File: config.mk
export PLATFORM = sky130hd
export DESIGN_NAME = amp_safety_supervisor
export DESIGN_NICKNAME = d
export VERILOG_FILES = /design/src/rtl/amp_safety_supervisor.sv
export SDC_FILE = /design/constraint.sdc
export NUM_CORES = 1
export LEC_CHECK = 0
export BUFFER_PORTS_ARGS = -buffer_cell sky130_fd_sc_hd__buf_2
export CAP_MARGIN = 20
export CORE_ASPECT_RATIO = 1.4
export CORE_MARGIN = 8
export CORE_UTILIZATION = 35
export CTS_CLUSTER_SIZE = 8
export DETAILED_ROUTE_END_ITERATION = 12
export SLEW_MARGIN = 20
export SYNTH_ARGS = -nofsm -noshare
export SYNTH_HDL_FRONTEND = slang
export SYNTH_SLANG_ARGS = --single-unit
File: constraint.sdc
create_clock -name sysclk -period 2.7 [get_ports sysclk]
set_input_delay 0.27 -clock sysclk [delete_from_list [all_inputs] [get_ports sysclk]]
set_output_delay 0.27 -clock sysclk [all_outputs]
set_load 0.01 [all_outputs]
File: src/rtl/amp_safety_supervisor.sv
// N-axis amplifier-enable supervisor: per-axis disable state, power/relay control,
// prescaled watchdog with sticky timeout, motor-voltage settle timer and cause latches.
module amp_safety_supervisor #(
  parameter int NUM_AXES     = 4,
  parameter int WDOG_PRESC_W = 8,
  parameter int WDOG_W       = 16,
  parameter int MV_SETTLE    = 7680
) (
  input  logic                sysclk,
  input  logic                reset,
  input  logic [3:0]          reg_addr,
  input  logic [31:0]         reg_wdata,
  input  logic                wr_en,
  output logic [31:0]         reg_rdata,
  input  logic [NUM_AXES-1:0] safety_disable,
  input  logic                mv_good,
  output logic [NUM_AXES-1:0] amp_disable,
  output logic                pwr_enable,
  output logic                relay_on,
  output logic                wdog_timeout
);

  localparam int              MV_W    = $clog2(MV_SETTLE + 1);
  localparam logic [MV_W-1:0] MV_DONE = MV_W'(MV_SETTLE);

  typedef enum logic [3:0] {
    ADDR_CTRL   = 4'd0,
    ADDR_PERIOD = 4'd1,
    ADDR_CAUSE  = 4'd2
  } reg_addr_e;

  logic [WDOG_PRESC_W-1:0] presc;
  logic [WDOG_W-1:0]       wdog_period, wdog_count;
  logic [MV_W-1:0]         mv_count;
  logic [NUM_AXES-1:0]     reg_disable, wdog_cause, safety_cause, mv_cause;
  logic [NUM_AXES-1:0]     disable_nxt, wdog_cause_nxt, safety_cause_nxt, mv_cause_nxt;
  logic [NUM_AXES-1:0]     axis_mask, axis_enable;
  logic                    tick, wr_ctrl, wr_period, wdog_step, wdog_expire, mv_block;
  logic [31:0]             rdata_nxt;
  logic                    unused_wdata;

  assign unused_wdata = ^reg_wdata;

  // A write restarts the prescaler, so a write cycle never produces a tick.
  assign tick      = (&presc) && !wr_en;
  assign wr_ctrl   = wr_en && (reg_addr == ADDR_CTRL);
  assign wr_period = wr_en && (reg_addr == ADDR_PERIOD);

  assign axis_mask   = wr_ctrl ? reg_wdata[8 +: NUM_AXES] : '0;
  assign axis_enable = axis_mask & reg_wdata[NUM_AXES-1:0];

  assign wdog_step   = tick && (wdog_period != '0) && (wdog_count < wdog_period);
  assign wdog_expire = wdog_step && ((wdog_count + WDOG_W'(1)) == wdog_period);

  assign mv_block    = (mv_count != MV_DONE);
  assign amp_disable = reg_disable | {NUM_AXES{mv_block}};

  // Safety is OR-ed in last so it beats a same-cycle enable write.
  assign disable_nxt = (wdog_expire ? {NUM_AXES{1'b1}}
                                    : ((reg_disable & ~axis_mask) | (axis_mask & ~reg_wdata[NUM_AXES-1:0])))
                       | safety_disable;

  assign wdog_cause_nxt   = (wdog_cause & ~axis_mask) | (wdog_expire ? ~reg_disable : '0);
  assign safety_cause_nxt = (safety_cause & ~axis_mask) | (safety_disable & (~reg_disable | axis_enable));
  assign mv_cause_nxt     = (mv_cause & ~axis_mask) | (mv_good ? '0 : ~reg_disable);

  always_comb begin
    // NOTE: default assigned first so no address path can infer a latch.
    rdata_nxt = '0;
    case (reg_addr)
      ADDR_CTRL: begin
        rdata_nxt[31:28]          = 4'(NUM_AXES);
        rdata_nxt[23]             = wdog_timeout;
        rdata_nxt[20]             = mv_good;
        rdata_nxt[19]             = mv_block;
        rdata_nxt[18]             = pwr_enable;
        rdata_nxt[16]             = relay_on;
        rdata_nxt[NUM_AXES-1:0]   = ~amp_disable;
      end
      ADDR_PERIOD: rdata_nxt[WDOG_W-1:0] = wdog_period;
      ADDR_CAUSE: begin
        rdata_nxt[16 +: NUM_AXES] = mv_cause;
        rdata_nxt[8 +: NUM_AXES]  = safety_cause;
        rdata_nxt[0 +: NUM_AXES]  = wdog_cause;
      end
      default: rdata_nxt = '0;
    endcase
  end

  // NOTE: every state register uses non-blocking assignment so all updates see pre-edge values.
  always_ff @(posedge sysclk) begin
    if (!reset) begin
      reg_disable  <= '1;
      pwr_enable   <= 1'b0;
      relay_on     <= 1'b0;
      wdog_timeout <= 1'b0;
      reg_rdata    <= '0;
      wdog_period  <= '0;
      wdog_count   <= '0;
      presc        <= '0;
      mv_count     <= '0;
      wdog_cause   <= '0;
      safety_cause <= '0;
      mv_cause     <= '0;
    end else begin
      reg_disable  <= disable_nxt;
      wdog_cause   <= wdog_cause_nxt;
      safety_cause <= safety_cause_nxt;
      mv_cause     <= mv_cause_nxt;
      reg_rdata    <= rdata_nxt;
      presc        <= wr_en ? '0 : presc + 1'b1;

      if (wr_en)          wdog_count <= '0;
      else if (wdog_step) wdog_count <= wdog_count + WDOG_W'(1);

      if (wr_period) wdog_period <= reg_wdata[WDOG_W-1:0];

      if (wr_ctrl && reg_wdata[20]) wdog_timeout <= 1'b0;
      else if (wdog_expire)         wdog_timeout <= 1'b1;

      if (wr_ctrl && reg_wdata[17]) relay_on   <= reg_wdata[16];
      if (wr_ctrl && reg_wdata[19]) pwr_enable <= reg_wdata[18];

      if (!mv_good)                       mv_count <= '0;
      else if (tick && mv_count < MV_DONE) mv_count <= mv_count + 1'b1;
    end
  end

endmodule

==> metrics.csv <==
stage,metric,value,unit
status,outcome,completed,
cts,clk_lat worst skew,0.34,ns
synthesis,"Avg Cell Area, Syn",8.49,um^2
cts,H-tree levels,3,
synthesis,top post-synthesis cells by area,"dfxtp_1, xnor2_1, nand2_1",
synthesis,most numerous cell in the Yosys netlist,dfxtp_1,
setup_path,CP arrival,2.76,ns
die,Chip Width,114,um
timing,Max-Slew Margin vs Limit,35.0,%
die,initial core utilization,35.5,%
synthesis,Netlist cell types,59,
final_layout,ANT cells,0,
hold_path,Hold Crit Class,in -> reg,
setup_path,kind of critical path,reg -> reg,
placed_design,DP Cell Count,806,
global_routing,largest net degree at the start of global routing,25,
timing,endpoints failing setup,0,
synthesis,synthesized instance count,557,
timing,Fin Hold WS,0.121,ns
timing,final count of hold timing violations,0,
routing,drt pass-1 iters,5,
final_layout,design area,0.00569,mm^2
power,Leak,2.26,nW
placed_design,worst slack at placement,0.0935,ns
cts,Root Buffer,clkbuf_16,
global_routing,vias in the first global route,4260,
synthesis,#FFs+latches synth,95,
timing,Max Clk Rate,0.395,GHz
die,CORE AREA,0.0133,mm^2
synthesis,Post-synth ARST share,0,%
final_layout,multi-input combinational cell area,0.00261,mm^2
global_routing,total congestion overflow,0,
synthesis,post-synthesis mux area share,0.423,%
routing,post-route ant nets,0,
global_routing,total track usage,15.3,%
cts,"Reg clk slew, reported paths",0.07,ns
power,Pwr Density,481,mW/mm^2
timing,Setup Skew,0.00961,ns
synthesis,Synth top area share,40.2,%
setup_path,CP max FO,9,
final_layout,fin cells,822,
setup_path,CP Capture Type,flip-flop,
global_routing,first-pass GRT wire length,21300,um
cts,TritonCTS Buffers,9,
synthesis,Synth Area in Compound Gates,13.6,%
synthesis,ys flop type,dfxtp_1,
final_layout,NumNets Final,699,
synthesis,Synth Area in Adders,5.29,%
routing,drt wl/cell,16.1,um
global_routing,grt met2 use,28.0,%
timing,final critical-path share of the clock period,93.8,%
run,Max Cap Viol,0,
die,Ports,83,
global_routing,M1 GR Usage,16.6,%
power,Max IR drop VDD,0.268,mV
synthesis,synthesized area,0.00473,mm^2
routing,DR vias,4240,
timing,Final Max Tran Viols,0,
final_layout,FF+latch area,0.00190,mm^2
global_routing,met3 Use GR,2.74,%
global_routing,gr busiest metal,met2,
synthesis,Post-synth top cells,"dfxtp_1, nand2_1, nor2_1",
timing,worst slew pin tran,0.976,ns
synthesis,Syn. warnings,0,
synthesis,Post-Synth XOR/XNOR Area,8.70,%
global_routing,antenna violations before repair,0,
final_layout,fraction of layout cells with a size suffix above 1,19.5,%
timing,Setup Total Neg Slack,0,ns
cts,Post-CTS Hold Buffers,0,
routing,vias per cell,5.16,
die,die area,0.0175,mm^2
placed_design,number of port buffers,62,
final_layout,Final Util,42.7,%
cts,Clock Tree Buf Depth,2,
routing,total wire length,13200,um
synthesis,register area share after synthesis,40.2,%
routing,starting DRC count in detailed routing,184,
placed_design,dpl cell area,0.00539,mm^2
setup_path,CP Data Required Time,2.93,ns
setup_path,CP Launch Type,flip-flop,
cts,clk sinks,95,
routing,drt drc,0,
power,Total Power,2.73,mW
synthesis,Post-synth EDFFs,0,
cts,TritonCTS clock tree,yes,
placed_design,GP Congestion,0.915,
die,die height,154,um
synthesis,largest family of logic cells by synthesized area,simple AND/OR/NAND/NOR gates,
timing,Tmin final,2.53,ns
synthesis,Post-Synth Simple-Gate Area,26.0,%
final_layout,# fillers,1348,
synthesis,largest area contributor in the netlist,dfxtp_1,
placed_design,post-detail-place hpwl,10400,um
timing,Final WS setup,0.166,ns
die,# rows,50,
final_layout,synth-to-layout area growth,20.3,%
[report_power, final]
group	internal [mW]	switching (mW)	leakage, nW
clock	0.630	0.554	0.133
sequential	1.41	0.00420	0.766
combinational	0.0494	0.0907	1.36
[area by class of cell]
cell class / instances / area share (%)
clock buffers: 10 / 4.02
clock inverters: 6 / 0.770
inverters: 26 / 1.72
multi-input cells: 409 / 45.9
flip-flops and latches: 95 / 33.4
well taps: 182 / 4.00
repair buffers: 94 / 10.1
[logic make-up after synthesis]
logic type | after synthesis
xor gates and xnor gates | 47
other | 1
DFF | 95
adders and majority gates | 20
buffers and inverters | 61
AOI/OAI and AO/OA | 88
and+or+nand+nor | 243
muxes | 2
[layout by cell type, fill, tap and decap left out, types with 3 or more instances in the layout]
cell type / count
a2111o_1: 4
nor2_1: 62
buf_4: 30
nor4_1: 9
ha_1: 20
nor2b_1: 3
a21boi_0: 6
a22o_1: 7
xnor2_1: 31
or4_1: 4
nand2_1: 69
nand4_1: 11
conb_1: 9
dfxtp_1: 95
o22ai_1: 4
and3_1: 9
inv_1: 26
buf_2: 62
o21ai_0: 5
a22oi_1: 8
and2_1: 18
nor4_2: 4
xor2_1: 16
a41o_1: 6
nand3_1: 19
a21oi_1: 28
nor3_1: 14
clkbuf_16: 9
[layer usage]
| layer | vias to the layer above | routed length (um) |
|---|---|---|
| li1 | 2087 | - |
| met1 | 2007 | 5200 |
| met2 | 119 | 7000 |
| met3 | 27 | 621 |
| met4 | 0 | 386 |
| met5 | - | 0 |
[flip-flops by register name, summed over array words and instances (netlist names)]
name / count
mv_cause: 4
mv_count: 13
presc: 8
pwr_enable: 1
reg_disable: 4
reg_rdata: 23
relay_on: 1
safety_cause: 4
wdog_cause: 4
wdog_count: 16
wdog_period: 16
wdog_timeout: 1
[critical path, stage by stage, from the launching register on]
cell	delay (ns)
dfxtp_1	0.37
ha_1	0.31
o21ai_0	0.09
nor2_1	0.16
a2111oi_2	0.06
buf_4	0.14
a211oi_2	0.28
buf_4	0.22
nor2_1	0.07
o21a_1	0.15
buf_12	0.15
a2111o_1	0.40
[timing repair]
action                                  in CTS  in global routing
gates resized for setup                      0                  5
endpoints found under the setup margin       0                 10
setup buffers                                0                  0
[final timing paths]
kind / slack, ns / depth (start not counted) / to / startpoint
max: 0.17 / 11 / reg_disable[2] / wdog_count[11]
min: 0.12 / 2 / reg_disable[3] / safety_disable[3]
max reg2reg: 0.17 / 11 / reg_disable[2] / wdog_count[11]
min reg2reg: 0.46 / 1 / reg_rdata[17] / mv_cause[1]
No activity file was read; power rests on OpenSTA's default activity.
